File: src/rtl/fb_arbiter_pkg.sv
// Shared types and constants for the frame-buffer capture arbiter.
package fb_arbiter_pkg;

    localparam int FB_SIZE_DEF = 19200;
    localparam int PIX_W       = 8;

    typedef enum logic [1:0] {
        S_IDLE    = 2'd0,
        S_ARM     = 2'd1,
        S_CAPTURE = 2'd2,
        S_DONE    = 2'd3
    } state_t;

endpackage

File: src/rtl/fb_arbiter_if.sv
// Camera write stream, reader port and single-port RAM bus of the arbiter.
interface fb_arbiter_if #(
    parameter int AW = 15
) ();
    import fb_arbiter_pkg::*;

    logic             cam_vsync;
    logic             cam_wr;
    logic [AW-1:0]    cam_addr;
    logic [PIX_W-1:0] cam_data;

    logic             rd_req;
    logic [AW-1:0]    rd_addr;
    logic             rd_ack;
    logic [PIX_W-1:0] rd_data;

    logic [AW-1:0]    mem_addr;
    logic [PIX_W-1:0] mem_wdata;
    logic             mem_we;
    logic [PIX_W-1:0] mem_rdata;

    modport master (
        input  cam_vsync, cam_wr, cam_addr, cam_data,
        input  rd_req, rd_addr, mem_rdata,
        output rd_ack, rd_data, mem_addr, mem_wdata, mem_we
    );

    modport slave (
        output cam_vsync, cam_wr, cam_addr, cam_data,
        output rd_req, rd_addr, mem_rdata,
        input  rd_ack, rd_data, mem_addr, mem_wdata, mem_we
    );

endinterface

File: src/rtl/fb_rd_port.sv
// Reader grant and ack pipeline: grant only in a cycle without a camera write,
// one request in flight, ack two cycles after the RAM address cycle.
module fb_rd_port
    import fb_arbiter_pkg::*;
(
    input  logic             clk,
    input  logic             rst,
    input  logic             wr_issue,
    input  logic             rd_req,
    input  logic [PIX_W-1:0] mem_rdata,
    output logic             grant,
    output logic             rd_ack,
    output logic [PIX_W-1:0] rd_data
);

    logic addr_cyc;
    logic data_cyc;

    // rd_req is only looked at again once the previous ack has gone out
    assign grant = rd_req & ~wr_issue & ~(addr_cyc | data_cyc | rd_ack);

    always_ff @(posedge clk or negedge rst) begin
        if (!rst) begin
            addr_cyc <= 1'b0;
            data_cyc <= 1'b0;
            rd_ack   <= 1'b0;
            rd_data  <= '0;
        end else begin
            addr_cyc <= grant;
            data_cyc <= addr_cyc;
            rd_ack   <= data_cyc;
            if (data_cyc) begin
                rd_data <= mem_rdata;
            end
        end
    end

endmodule

File: src/rtl/fb_arbiter.sv
// Frame-buffer capture controller: camera-priority RAM arbiter with a
// start/arm/capture/done sequencer and a pipelined reader port.
module fb_arbiter
    import fb_arbiter_pkg::*;
#(
    parameter int AW      = 15,
    parameter int FB_SIZE = FB_SIZE_DEF
) (
    input  logic clk,
    input  logic rst,
    input  logic cap_start,
    input  logic cap_abort,
    output logic cap_busy,
    output logic cap_done,
    output logic cap_short,
    fb_arbiter_if.master bus
);

    localparam int             CW       = $clog2(FB_SIZE + 1);
    localparam logic [CW-1:0]  CNT_LAST = CW'(FB_SIZE - 1);
    localparam logic [CW-1:0]  CNT_MAX  = CW'(FB_SIZE);
    localparam logic [31:0]    FB_LIM   = 32'(FB_SIZE);

    state_t           state;
    logic [CW-1:0]    wr_cnt;
    logic             vsync_q;
    logic             vsync_rise;
    logic             cam_accept;
    logic             rd_grant;
    logic             mem_we_q;
    logic [AW-1:0]    mem_addr_q;
    logic [PIX_W-1:0] mem_wdata_q;

    assign vsync_rise = bus.cam_vsync & ~vsync_q;
    assign cam_accept = (state == S_CAPTURE) & bus.cam_wr & ~cap_abort
                      & (32'(bus.cam_addr) < FB_LIM);

    always_ff @(posedge clk or negedge rst) begin
        if (!rst) begin
            state     <= S_IDLE;
            wr_cnt    <= '0;
            vsync_q   <= 1'b1;
            cap_busy  <= 1'b0;
            cap_done  <= 1'b0;
            cap_short <= 1'b0;
        end else begin
            vsync_q <= bus.cam_vsync;
            if (cam_accept && wr_cnt != CNT_MAX) begin
                wr_cnt <= wr_cnt + CW'(1);
            end
            if (cap_abort) begin
                state     <= S_IDLE;
                cap_busy  <= 1'b0;
                cap_done  <= 1'b0;
                cap_short <= 1'b0;
            end else begin
                case (state)
                    S_IDLE: begin
                        if (cap_start) begin
                            state    <= S_ARM;
                            cap_busy <= 1'b1;
                        end
                    end
                    S_ARM: begin
                        if (vsync_rise) begin
                            state  <= S_CAPTURE;
                            wr_cnt <= '0;
                        end
                    end
                    S_CAPTURE: begin
                        // a final write landing on the vsync edge is a full frame
                        if (cam_accept && wr_cnt == CNT_LAST) begin
                            state     <= S_DONE;
                            cap_busy  <= 1'b0;
                            cap_done  <= 1'b1;
                            cap_short <= 1'b0;
                        end else if (vsync_rise) begin
                            state     <= S_DONE;
                            cap_busy  <= 1'b0;
                            cap_done  <= 1'b1;
                            cap_short <= 1'b1;
                        end
                    end
                    S_DONE: begin
                        if (cap_start) begin
                            state     <= S_ARM;
                            cap_busy  <= 1'b1;
                            cap_done  <= 1'b0;
                            cap_short <= 1'b0;
                        end
                    end
                    default: state <= S_IDLE;
                endcase
            end
        end
    end

    always_ff @(posedge clk or negedge rst) begin
        if (!rst) begin
            mem_we_q    <= 1'b0;
            mem_addr_q  <= '0;
            mem_wdata_q <= '0;
        end else if (cam_accept) begin
            mem_we_q    <= 1'b1;
            mem_addr_q  <= bus.cam_addr;
            mem_wdata_q <= bus.cam_data;
        end else begin
            mem_we_q <= 1'b0;
            if (rd_grant) begin
                mem_addr_q <= bus.rd_addr;
            end
        end
    end

    assign bus.mem_we    = mem_we_q;
    assign bus.mem_addr  = mem_addr_q;
    assign bus.mem_wdata = mem_wdata_q;

    fb_rd_port u_rd_port (
        .clk       (clk),
        .rst       (rst),
        .wr_issue  (cam_accept),
        .rd_req    (bus.rd_req),
        .mem_rdata (bus.mem_rdata),
        .grant     (rd_grant),
        .rd_ack    (bus.rd_ack),
        .rd_data   (bus.rd_data)
    );

endmodule

File: src/flat_wrapper.sv
// flat-port wrapper written by rule: the top's interface ports become plain ports
module fb_arbiter_flat import fb_arbiter_pkg::*;
#(
    parameter int AW      = 15,
    parameter int FB_SIZE = FB_SIZE_DEF
)
  (clk, rst, cap_start, cap_abort, cap_busy, cap_done, cap_short, bus_cam_vsync, bus_cam_wr, bus_cam_addr, bus_cam_data, bus_rd_req, bus_rd_addr, bus_mem_rdata, bus_rd_ack, bus_rd_data, bus_mem_addr, bus_mem_wdata, bus_mem_we);
  fb_arbiter_if #(.AW(AW)) bus_i ();
  input  logic clk;
  input  logic rst;
  input  logic cap_start;
  input  logic cap_abort;
  output logic cap_busy;
  output logic cap_done;
  output logic cap_short;
  input wire logic [$bits(bus_i.cam_vsync)-1:0] bus_cam_vsync;
  input wire logic [$bits(bus_i.cam_wr)-1:0] bus_cam_wr;
  input wire logic [$bits(bus_i.cam_addr)-1:0] bus_cam_addr;
  input wire logic [$bits(bus_i.cam_data)-1:0] bus_cam_data;
  input wire logic [$bits(bus_i.rd_req)-1:0] bus_rd_req;
  input wire logic [$bits(bus_i.rd_addr)-1:0] bus_rd_addr;
  input wire logic [$bits(bus_i.mem_rdata)-1:0] bus_mem_rdata;
  output wire logic [$bits(bus_i.rd_ack)-1:0] bus_rd_ack;
  output wire logic [$bits(bus_i.rd_data)-1:0] bus_rd_data;
  output wire logic [$bits(bus_i.mem_addr)-1:0] bus_mem_addr;
  output wire logic [$bits(bus_i.mem_wdata)-1:0] bus_mem_wdata;
  output wire logic [$bits(bus_i.mem_we)-1:0] bus_mem_we;
  assign bus_i.cam_vsync = bus_cam_vsync;
  assign bus_i.cam_wr = bus_cam_wr;
  assign bus_i.cam_addr = bus_cam_addr;
  assign bus_i.cam_data = bus_cam_data;
  assign bus_i.rd_req = bus_rd_req;
  assign bus_i.rd_addr = bus_rd_addr;
  assign bus_i.mem_rdata = bus_mem_rdata;
  assign bus_rd_ack = bus_i.rd_ack;
  assign bus_rd_data = bus_i.rd_data;
  assign bus_mem_addr = bus_i.mem_addr;
  assign bus_mem_wdata = bus_i.mem_wdata;
  assign bus_mem_we = bus_i.mem_we;
  fb_arbiter #(.AW(AW), .FB_SIZE(FB_SIZE)) u_core (.clk(clk), .rst(rst), .cap_start(cap_start), .cap_abort(cap_abort), .cap_busy(cap_busy), .cap_done(cap_done), .cap_short(cap_short), .bus(bus_i));
endmodule
File: config.mk
export PLATFORM = sky130hd
export DESIGN_NAME = fb_arbiter_flat
export DESIGN_NICKNAME = d
export VERILOG_FILES = /design/src/rtl/fb_arbiter_pkg.sv /design/src/rtl/fb_arbiter_if.sv /design/src/rtl/fb_rd_port.sv /design/src/rtl/fb_arbiter.sv /design/src/flat_wrapper.sv
export SDC_FILE = /design/constraint.sdc
export NUM_CORES = 1
export LEC_CHECK = 0
export ABC_AREA = 1
export BUFFER_PORTS_ARGS = -buffer_cell sky130_fd_sc_hd__clkbuf_2
export CAP_MARGIN = 20
export CORE_MARGIN = 2
export CORE_UTILIZATION = 51
export CTS_CLUSTER_SIZE = 14
export DETAILED_ROUTE_END_ITERATION = 12
export GPL_ROUTABILITY_DRIVEN = 0
export GPL_TIMING_DRIVEN = 0
export HOLD_SLACK_MARGIN = 0.08
export PLACE_DENSITY = 0.84
export SYNTH_ARGS = -nofsm -noshare
export SYNTH_HDL_FRONTEND = slang
export SYNTH_HIERARCHICAL = 1
export SYNTH_SLANG_ARGS = --single-unit
File: constraint.sdc
create_clock -name clk -period 2.55 [get_ports clk]
set_input_delay 0.1275 -clock clk [delete_from_list [all_inputs] [get_ports clk]]
set_output_delay 0.1275 -clock clk [all_outputs]
set_load 0.01 [all_outputs]
==> results.yml, run 1 <==
run_status:
  outcome: "finished, final reports clean"
clock_tree:
  cts.clk_slew.worst_paths_ns: 0.10
  cts_buffer_depth: 2
  htree_levels: 2
  root_buffer: "clkbuf_8"
  cts_tree: "built"
  cts_made_buffers: 5
  cts_sinks: 56
  insertion_delay_ns: 0.31
timing:
  setup_viol: 0
  timing.slew.headroom_pct: 59.41
  slew_viol_final: 0
  skew_ns: 0.006833
  worst_slew_pin_slew_ns: 0.6088
  postLayoutSetupSlackWorst_ns: 0.2144
  clock.fmax_mhz: 428.1
  period_share_pct: 91.59
  finalHoldViolCount: 0
  min_period_ns: 2.336
final_layout:
  fin_util_pct: 71.91
  area_growth_pct: 37.47
  finish.net_count: 566
  diodes: 0
  final_cell_mix: "nand2_1 (107), clkbuf_2 (90), nand3_1 (61), dfrtp_1 (55), dlygate4sd3_1 (42)"
  mostFrequentLayoutCell: "nand2_1"
  nFillCells: 416
  drive_above_1_share_pct: 23.38
critical_path:
  path_cells: "inv_1, ha_1, nand3_1, inv_2, nand3_4, inv_2, buf_2, inv_1, nand2_1, nor2_1, clkbuf_2, clkinvlp_4, buf_4, nand3_1, nand3_1"
  cp_num_buf_inv: 8
  cp_data_required_time_ns: 2.75
  cp_data_arrival_time_ns: 2.53
  critPathMostFrequentCell: "nand3_1"
  r2r_slack_ns: 0.21
  r2r-start: "u_core/state[0]"
  cp_max_fo: 15
  path_class: "reg -> reg"
  cp-start-kind: "flip-flop"
  critPathMaxStageDelay_ns: 0.41
  end_kind: "flip-flop"
  crit_family: "buffers and inverters"
  worst_r2r_path_depth: 15
  crit_slowest_cell: "dfrtp_1"
  r2r-end: "u_core/bus.mem_addr[3]"
floorplanning:
  core_um2: 5439
  die_x_um: 78.69
  initial_utilization_pct: 52.31
  io_pins: 89
  die_area_um2: 6192
  rows: 27
  die_h_um: 78.69
power:
  ir_drop_v: 0.0004852
  leakage_nw: 2.048
  total_power_w: 0.003029
  p_per_area_nw_per_um2: 774.5
synth:
  syn_nets: 428
  yosys_warnings: 6
  synth.avg_cell_area_um2: 7.690
  synth-edff-count: 0
  syn_area_um2: 2845
  ys_seq_area_share_pct: 49.30
  syn_inst: 370
  async_reset_ff_share_pct: 100.0
  yosysUniqueCellTypes: 26
  synthFlopType: "dfrtp_1"
  ys_ff_latch: 56
routing:
  wl_per_cell_um: 13.60
  drc: 0
  ant_nets: 0
  vias: 2970
  dr.pass1.iters: 4
  drtIter0Drc: 190
  vias_per_cell: 5.112
  finalWirelength_mm: 7.901
global_routing:
  grt_pass1_wl_mm: 12.58
  grt-ovfl-total: 0
  grtUsageTotal_pct: 25.57
  grt_start_max_net_pins: 35
  grt_pass1_vias: 2799
  grt_antenna_before_repair: 0
placed_design:
  hpwl_mm: 5.159
  pre_cts_slack_ns: -0.003748
  numPortBuffers: 88
worst_hold_path:
  min_path_type: "in -> reg"
  hold_start: "bus_rd_addr[10]"
  hold-path-endpoint: "u_core/bus.mem_addr[10]"
  holdPathStages: 3
flow_run:
  drv_cap: 0
==> tightest hold or removal path: stages <==
cell,delay [ns]
clkbuf_2,0.08
nand3_1,0.07
o211ai_1,0.09
==> power by group <==
group          leakage (nW)  internal, W  switching (W)
Combinational          1.29     0.000497       0.000674
Clock                0.0412     0.000193       0.000280
Sequential            0.719      0.00119       0.000192
==> sequential cells by signal, indices dropped and copies added, names as in the netlist <==
signal / flops
u_core/wr_cnt: 15
u_core/vsync_q: 1
u_core/cap_done: 1
u_core/cap_short: 1
u_core/bus.mem_addr: 15
u_core/u_rd_port/rd_data: 8
u_core/cap_busy: 1
u_core/u_rd_port/addr_cyc: 1
u_core/u_rd_port/rd_ack: 1
u_core/bus.mem_we: 1
u_core/bus.mem_wdata: 8
u_core/state: 2
u_core/u_rd_port/data_cyc: 1
==> how the worst max path moves through the flow <==
stage | depth (start not counted) | end | from | slack (ns)
global placement | 15 | u_core/bus.mem_addr[13] | u_core/state[0] | 0.08
global route | 15 | u_core/bus.mem_addr[11] | u_core/state[0] | -0.01
finish | 15 | u_core/bus.mem_addr[3] | u_core/state[0] | 0.21
CTS | 14 | u_core/bus.mem_addr[3] | u_core/state[0] | 0.04
floorplan | 15 | u_core/bus.mem_addr[12] | u_core/state[0] | 0.46
detailed placement | 15 | u_core/bus.mem_addr[3] | u_core/state[0] | -0.004
==> per-stage QoR <==
stage	hold WS [ns]	setup TNS [ns]	instance area, µm²	instances
final	0.09085	0	3911	581
after global routing	0.08351	-0.04612	3911	581
after CTS	0.08246	0	3887	579
after detailed placement	0.1715	-0.003748	3396	531
after global placement	0.2275	0	3376	530
after floorplan	-0.1681	0	2845	370
==> final cells by class <==
type | count | area [µm²] | share of cell area [%]
buffer | 10 | 61.31 | 1.567
clock inverter | 2 | 12.51 | 0.3199
sequential | 56 | 1403 | 35.86
clock buffer | 6 | 72.57 | 1.855
tap | 72 | 90.09 | 2.303
inverter | 45 | 172.7 | 4.415
timing repair buffer | 132 | 888.4 | 22.71
multi-input combinational | 258 | 1211 | 30.97
==> kinds of logic (layout without fill, tap and decap cells) <==
| kind of cell | after synthesis | after routing | share of synthesized area, % |
|---|---|---|---|
| flip-flops | 56 | 56 | 49.30 |
| adder cells (fa/ha/maj) | 5 | 5 | 2.199 |
| buffers and inverters | 56 | 195 | 8.135 |
| AO/OA/AOI/OAI | 27 | 27 | 5.101 |
| XOR/XNOR | 4 | 4 | 1.231 |
| AND/OR/NAND/NOR | 222 | 222 | 34.04 |
==> cells in the mapped netlist, types with 3 or more instances <==
master / n / area [µm²]
inv_1: 39 / 146.4
inv_2: 5 / 18.77
clkbuf_1: 4 / 15.01
nand4_1: 7 / 43.79
o211ai_1: 3 / 22.52
nand3_1: 61 / 305.3
ha_1: 5 / 62.56
buf_2: 5 / 25.02
xor2_1: 4 / 35.03
dfrtp_1: 55 / 1376
nand2_1: 107 / 401.6
nor2_1: 37 / 138.9
o21ai_0: 11 / 55.05
a21oi_1: 11 / 55.05
nor3_1: 3 / 15.01
==> metal layers <==
metal | share of wire (%) | global-route usage [%]
met1 | 40 | 30.49
met3 | 6.5 | 3.864
met4 | 1.8 | 8.947
met5 | 0 | 0
met2 | 52 | 46.84
==> what timing repair did <==
action                                  in CTS  in global routing
hold buffers                                41                  1
endpoints found under the hold margin       53                  1
endpoints found under the setup margin       7                 15
resized for setup                            0                  5
buffers inserted                             0                  1
Note: power is estimated with default switching activity, not from simulation.
==> run 2, diff against run 1 <==
Settings changed: REMOVE_ABC_BUFFERS set to 1.
==> results.yml, run 2 (synthesized netlist as in run 1, its figures left out) <==
clock_tree:
  cts_buffer_depth: 2
  htree_levels: 2
  root_buffer: "clkbuf_8"
  cts_made_buffers: 5
  insertion_delay_ns: 0.30
  cts_tree: "built"
  cts_sinks: 56
  cts.clk_slew.worst_paths_ns: 0.09
global_routing:
  grtUsageTotal_pct: 26.10
  grt_antenna_before_repair: 0
  grt_pass1_vias: 2996
  grt_start_max_net_pins: 44
  grt_pass1_wl_mm: 12.99
  grt-ovfl-total: 0
placed_design:
  hpwl_mm: 4.764
  placedInstanceArea_um2: 3333
  numPortBuffers: 88
timing:
  skew_ns: 0.004648
  slew_viol_final: 0
  timing.slew.headroom_pct: 64.40
  worst_slew_pin_slew_ns: 0.5340
  clock.fmax_mhz: 438.3
  setup_viol: 0
  min_period_ns: 2.281
  finalHoldViolCount: 0
  rsz0062_at_grt: "no"
  period_share_pct: 89.47
  whs_ns: 0.08557
final_layout:
  mostFrequentLayoutCell: "nand2_1"
  drive_above_1_share_pct: 23.28
  diodes: 0
  area_growth_pct: 35.62
  final_cell_mix: "nand2_1 (107), clkbuf_2 (88), nand3_1 (61), dfrtp_1 (55), inv_1 (38)"
  finish.net_count: 552
  fin_util_pct: 70.95
  final_cell_area_um2: 3859
critical_path:
  cp_num_buf_inv: 5
  cp_data_arrival_time_ns: 2.46
  cp_max_fo: 24
  critPathMaxStageDelay_ns: 0.42
  path_cells: "inv_1, ha_1, nand3_1, inv_2, nand3_4, inv_6, inv_1, nand2_1, nor2_4, buf_4, nand3_1, nand3_1"
  cp_data_required_time_ns: 2.73
  cp-start-kind: "flip-flop"
  end_kind: "flip-flop"
  crit_slowest_cell: "dfrtp_1"
  crit_family: "simple AND/OR/NAND/NOR gates"
  path_class: "reg -> reg"
  critPathMostFrequentCell: "nand3_1"
flow_run:
  drv_cap: 0
routing:
  vias_per_cell: 5.277
  finalWirelength_mm: 7.886
  ant_nets: 0
  vias: 2987
  dr.pass1.iters: 5
  drc: 0
  drtIter0Drc: 274
  wl_per_cell_um: 13.93
floorplanning:
  io_pins: 89
  die_h_um: 78.69
  initial_utilization_pct: 52.31
  die_x_um: 78.69
  die_area_um2: 6192
  rows: 27
  core_um2: 5439
power:
  p_per_area_nw_per_um2: 835.4
  ir_drop_v: 0.0004865
  leakage_nw: 2.011
run_status:
  outcome: "finished, final reports clean"
worst_hold_path:
  min_path_type: "in -> reg"
## run 2: cell types whose count changed in the layout (fill, tap and decap cells not counted), moves of 2 or more
cell / before / now
bufinv_16: 0 / 2
buf_2: 5 / 0
clkbuf_2: 90 / 88
clkbuf_1: 2 / 0
buf_4: 1 / 4
buf_6: 2 / 0
dlygate4sd3_1: 42 / 34
## run 2: layout make-up
type,instances,area (µm²)
clock buffer,5,68.82
sequential,56,1403
tap,72,90.09
fill,379,1580
timing repair buffer,127,830.8
inverter,45,177.7
clock inverter,2,60.06
multi-input combinational,259,1229
## run 2: path summary, 6_finish.rpt
kind / start / cells after the start / slack (ns) / endpoint
min in group asynchronous: rst / 2 / 0.33 / u_core/wr_cnt[0]
hold / removal: bus_rd_addr[3] / 3 / 0.09 / u_core/bus.mem_addr[3]
hold reg to reg: u_core/u_rd_port/addr_cyc / 0 / 0.38 / u_core/u_rd_port/data_cyc
max in group asynchronous: rst / 3 / 1.57 / u_core/vsync_q
setup / recovery: u_core/state[0] / 12 / 0.27 / u_core/bus.mem_addr[7]
setup reg to reg: u_core/state[0] / 12 / 0.27 / u_core/bus.mem_addr[7]
## run 2: through the flow
step           cells  total power (W)  TNS (ns)  worst slack, ns
2_1_floorplan    359         0.001986    -1.408          -0.1216
3_3_place_gp     519         0.002397    -12.86          -0.8846
3_5_place_dp     520         0.002456    -14.84           -1.004
4_1_cts          564         0.003191         0          0.09971
5_1_grt          566         0.003458         0           0.1099
6_report         566         0.003223         0           0.2685
## run 2: per-layer routing
layer,global-route usage (%),wire length [µm]
met2,47.69,4024
met1,29.24,3128
met3,5.795,565
met4,10.88,167
met5,0,0
## run 2: timing repair
action,CTS,global route
gates cloned,0,1
gates resized for setup,4,1
endpoints found under the setup margin,16,16
buffers inserted,4,0
hold buffers,33,1
pin swaps,1,0
hold endpoints to repair,46,1
## run 2: power by group
group          leakage, nW  internal [W]  switching [W]  total [W]
clock network       0.0642      0.000386       0.000264   0.000650
logic                 1.23      0.000489       0.000686    0.00117
registers            0.719       0.00119       0.000203    0.00140
total                 2.01       0.00207        0.00115    0.00322
## run 2: tightest hold or removal path, stage by stage
cell      delay [ns]
clkbuf_2        0.08
nand3_1         0.06
nand3_1         0.08
==> run 3, diff against run 2 <==
Settings changed: CORE_UTILIZATION 51 to 46, PLACE_DENSITY 0.84 to 0.8, SETUP_SLACK_MARGIN set to 0.4.
Clock period 2.55 ns to 1.9 ns, I/O delays scaled along.
==> results.yml, run 3 (synthesized netlist as in run 1, its figures left out) <==
run_status:
  outcome: "finished, final reports clean"
clock_tree:
  cts_sinks: 56
  cts_tree: "built"
  cts.clk_slew.worst_paths_ns: 0.11
  root_buffer: "clkbuf_8"
  cts_made_buffers: 5
  htree_levels: 2
  insertion_delay_ns: 0.33
  cts_buffer_depth: 2
timing:
  rsz0062_at_grt: "yes"
  setup_viol: 0
  period_share_pct: 99.02
  setup_tns_ns: 0
  timing.slew.headroom_pct: 51.99
  finalHoldViolCount: 0
  skew_ns: 0.01990
  worst_slew_pin_slew_ns: 0.7154
  postLayoutSetupSlackWorst_ns: 0.01854
  clock.fmax_mhz: 531.5
  slew_viol_final: 0
  min_period_ns: 1.881
floorplanning:
  rows: 28
  io_pins: 89
  core_um2: 5956
  die_x_um: 82.65
  die_area_um2: 6830
  die_h_um: 82.65
  initial_utilization_pct: 47.77
routing:
  finalWirelength_mm: 13.31
  vias: 3736
  dr.pass1.iters: 7
  vias_per_cell: 6.085
  ant_nets: 0
  drtIter0Drc: 674
  wl_per_cell_um: 21.67
  drc: 0
critical_path:
  cp-start-kind: "flip-flop"
  cp_data_required_time_ns: 2.12
  cp_max_fo: 6
  end_kind: "flip-flop"
  path_class: "reg -> reg"
  worst_r2r_path_depth: 11
  cp_data_arrival_time_ns: 2.10
global_routing:
  grt_pass1_vias: 3306
  grtUsageTotal_pct: 30.75
  grt-ovfl-total: 0
  grt_start_max_net_pins: 37
  grt_antenna_before_repair: 0
  grt_pass1_wl_mm: 15.63
worst_hold_path:
  holdPathStages: 3
  min_path_type: "in -> reg"
power:
  ir_drop_v: 0.0007036
  p_per_area_nw_per_um2: 1073
  netSwitchingFraction_pct: 42.54
  p_switching_w: 0.002109
  pwr-share-seq_pct: 40.3
  leakage_nw: 2.342
  p_int_w: 0.002849
  comb_power_share_pct: 45.8
  clockPowerShare_pct: 13.8
final_layout:
  final_cell_mix: "nand2_1 (101), clkbuf_2 (88), dfrtp_1 (54), dlygate4sd3_1 (47), inv_1 (35)"
  finish.net_count: 596
  area_growth_pct: 62.40
  drive_above_1_share_pct: 38.40
  diodes: 0
  nFillCells: 305
  mostFrequentLayoutCell: "nand2_1"
  fin_util_pct: 77.58
placed_design:
  hpwl_mm: 4.791
  numPortBuffers: 88
  pre_cts_slack_ns: -1.661
flow_run:
  drv_cap: 0
-- run 3: changes by cell type in the layout (fill, tap and decap cells not counted), moves of 13 or more --
cell	before	now
buf_4	4	22
nand3_2	1	26
nand3_1	61	30
dlygate4sd3_1	34	47
-- run 3: final cells by class --
type,count,area [µm²],share of cell area [%]
repair inverters,1,6.256,0.1354
clock buffers,6,72.57,1.571
inverters,45,181.4,3.926
well taps,75,93.84,2.031
multi-input cells,261,1612,34.88
repair buffers,168,1235,26.73
flip-flops and latches,56,1404,30.38
clock inverters,2,16.27,0.3520
-- run 3: stage by stage --
| step | total power (W) | cell area, µm² | hold WS, ns | instances |
|---|---|---|---|---|
| detailed placement | 0.003297 | 3337 | 0.1244 | 523 |
| global placement | 0.003224 | 3317 | 0.1977 | 522 |
| floorplan | 0.002666 | 2783 | -0.2006 | 359 |
| global route | 0.005203 | 4621 | 0.1234 | 614 |
| finish | 0.004957 | 4621 | 0.1250 | 614 |
| CTS | 0.004373 | 4382 | 0.09362 | 608 |
-- run 3: power groups by stage --
stage | Combinational, W | Clock (W) | Sequential, W
after detailed placement | 0.00141 | 0 | 0.00189
after floorplan | 0.000638 | 0 | 0.00203
after global placement | 0.00136 | 0 | 0.00186
after global routing | 0.00242 | 0.000738 | 0.00204
after CTS | 0.00185 | 0.000662 | 0.00186
final | 0.00227 | 0.000685 | 0.00200
-- run 3: critical path, cell delays in order (launching register included) --
cell and delay, ns:
dfrtp_1 0.40, inv_2 0.07, ha_4 0.13, nand3_2 0.08, inv_2 0.10, nand3_4 0.15, buf_12 0.20, nor2_4 0.21
buf_6 0.18, nand3_2 0.09, nand2_1 0.10, nor2_1 0.05
-- run 3: layer usage --
layer	vias to the layer above	GRT usage (%)	wire [µm]
met5	-	0	49
met1	1714	34.01	4340
met2	369	57.74	6086
met4	4	13.44	1097
li1	1533	-	-
met3	116	4.783	1732
-- run 3: timing repair --
item	CTS	global route
hold buffers	47	0
pin swaps	18	11
resized for setup	55	44
endpoints found under the hold margin	52	0
endpoints found under the setup margin	45	45
buffers inserted	25	6
cloned	5	0
-- run 3: path summary, 6_finish.rpt --
kind / startpoint / to / slack, ns
hold / removal: bus_cam_addr[11] / u_core/bus.mem_addr[11] / 0.13
setup / recovery: u_core/state[0] / u_core/wr_cnt[11] / 0.02
min in group asynchronous: rst / u_core/bus.mem_wdata[2] / 0.31
max in group asynchronous: rst / u_core/bus.mem_we / 0.98
setup reg to reg: u_core/state[0] / u_core/wr_cnt[11] / 0.02
hold reg to reg: u_core/u_rd_port/addr_cyc / u_core/u_rd_port/data_cyc / 0.43
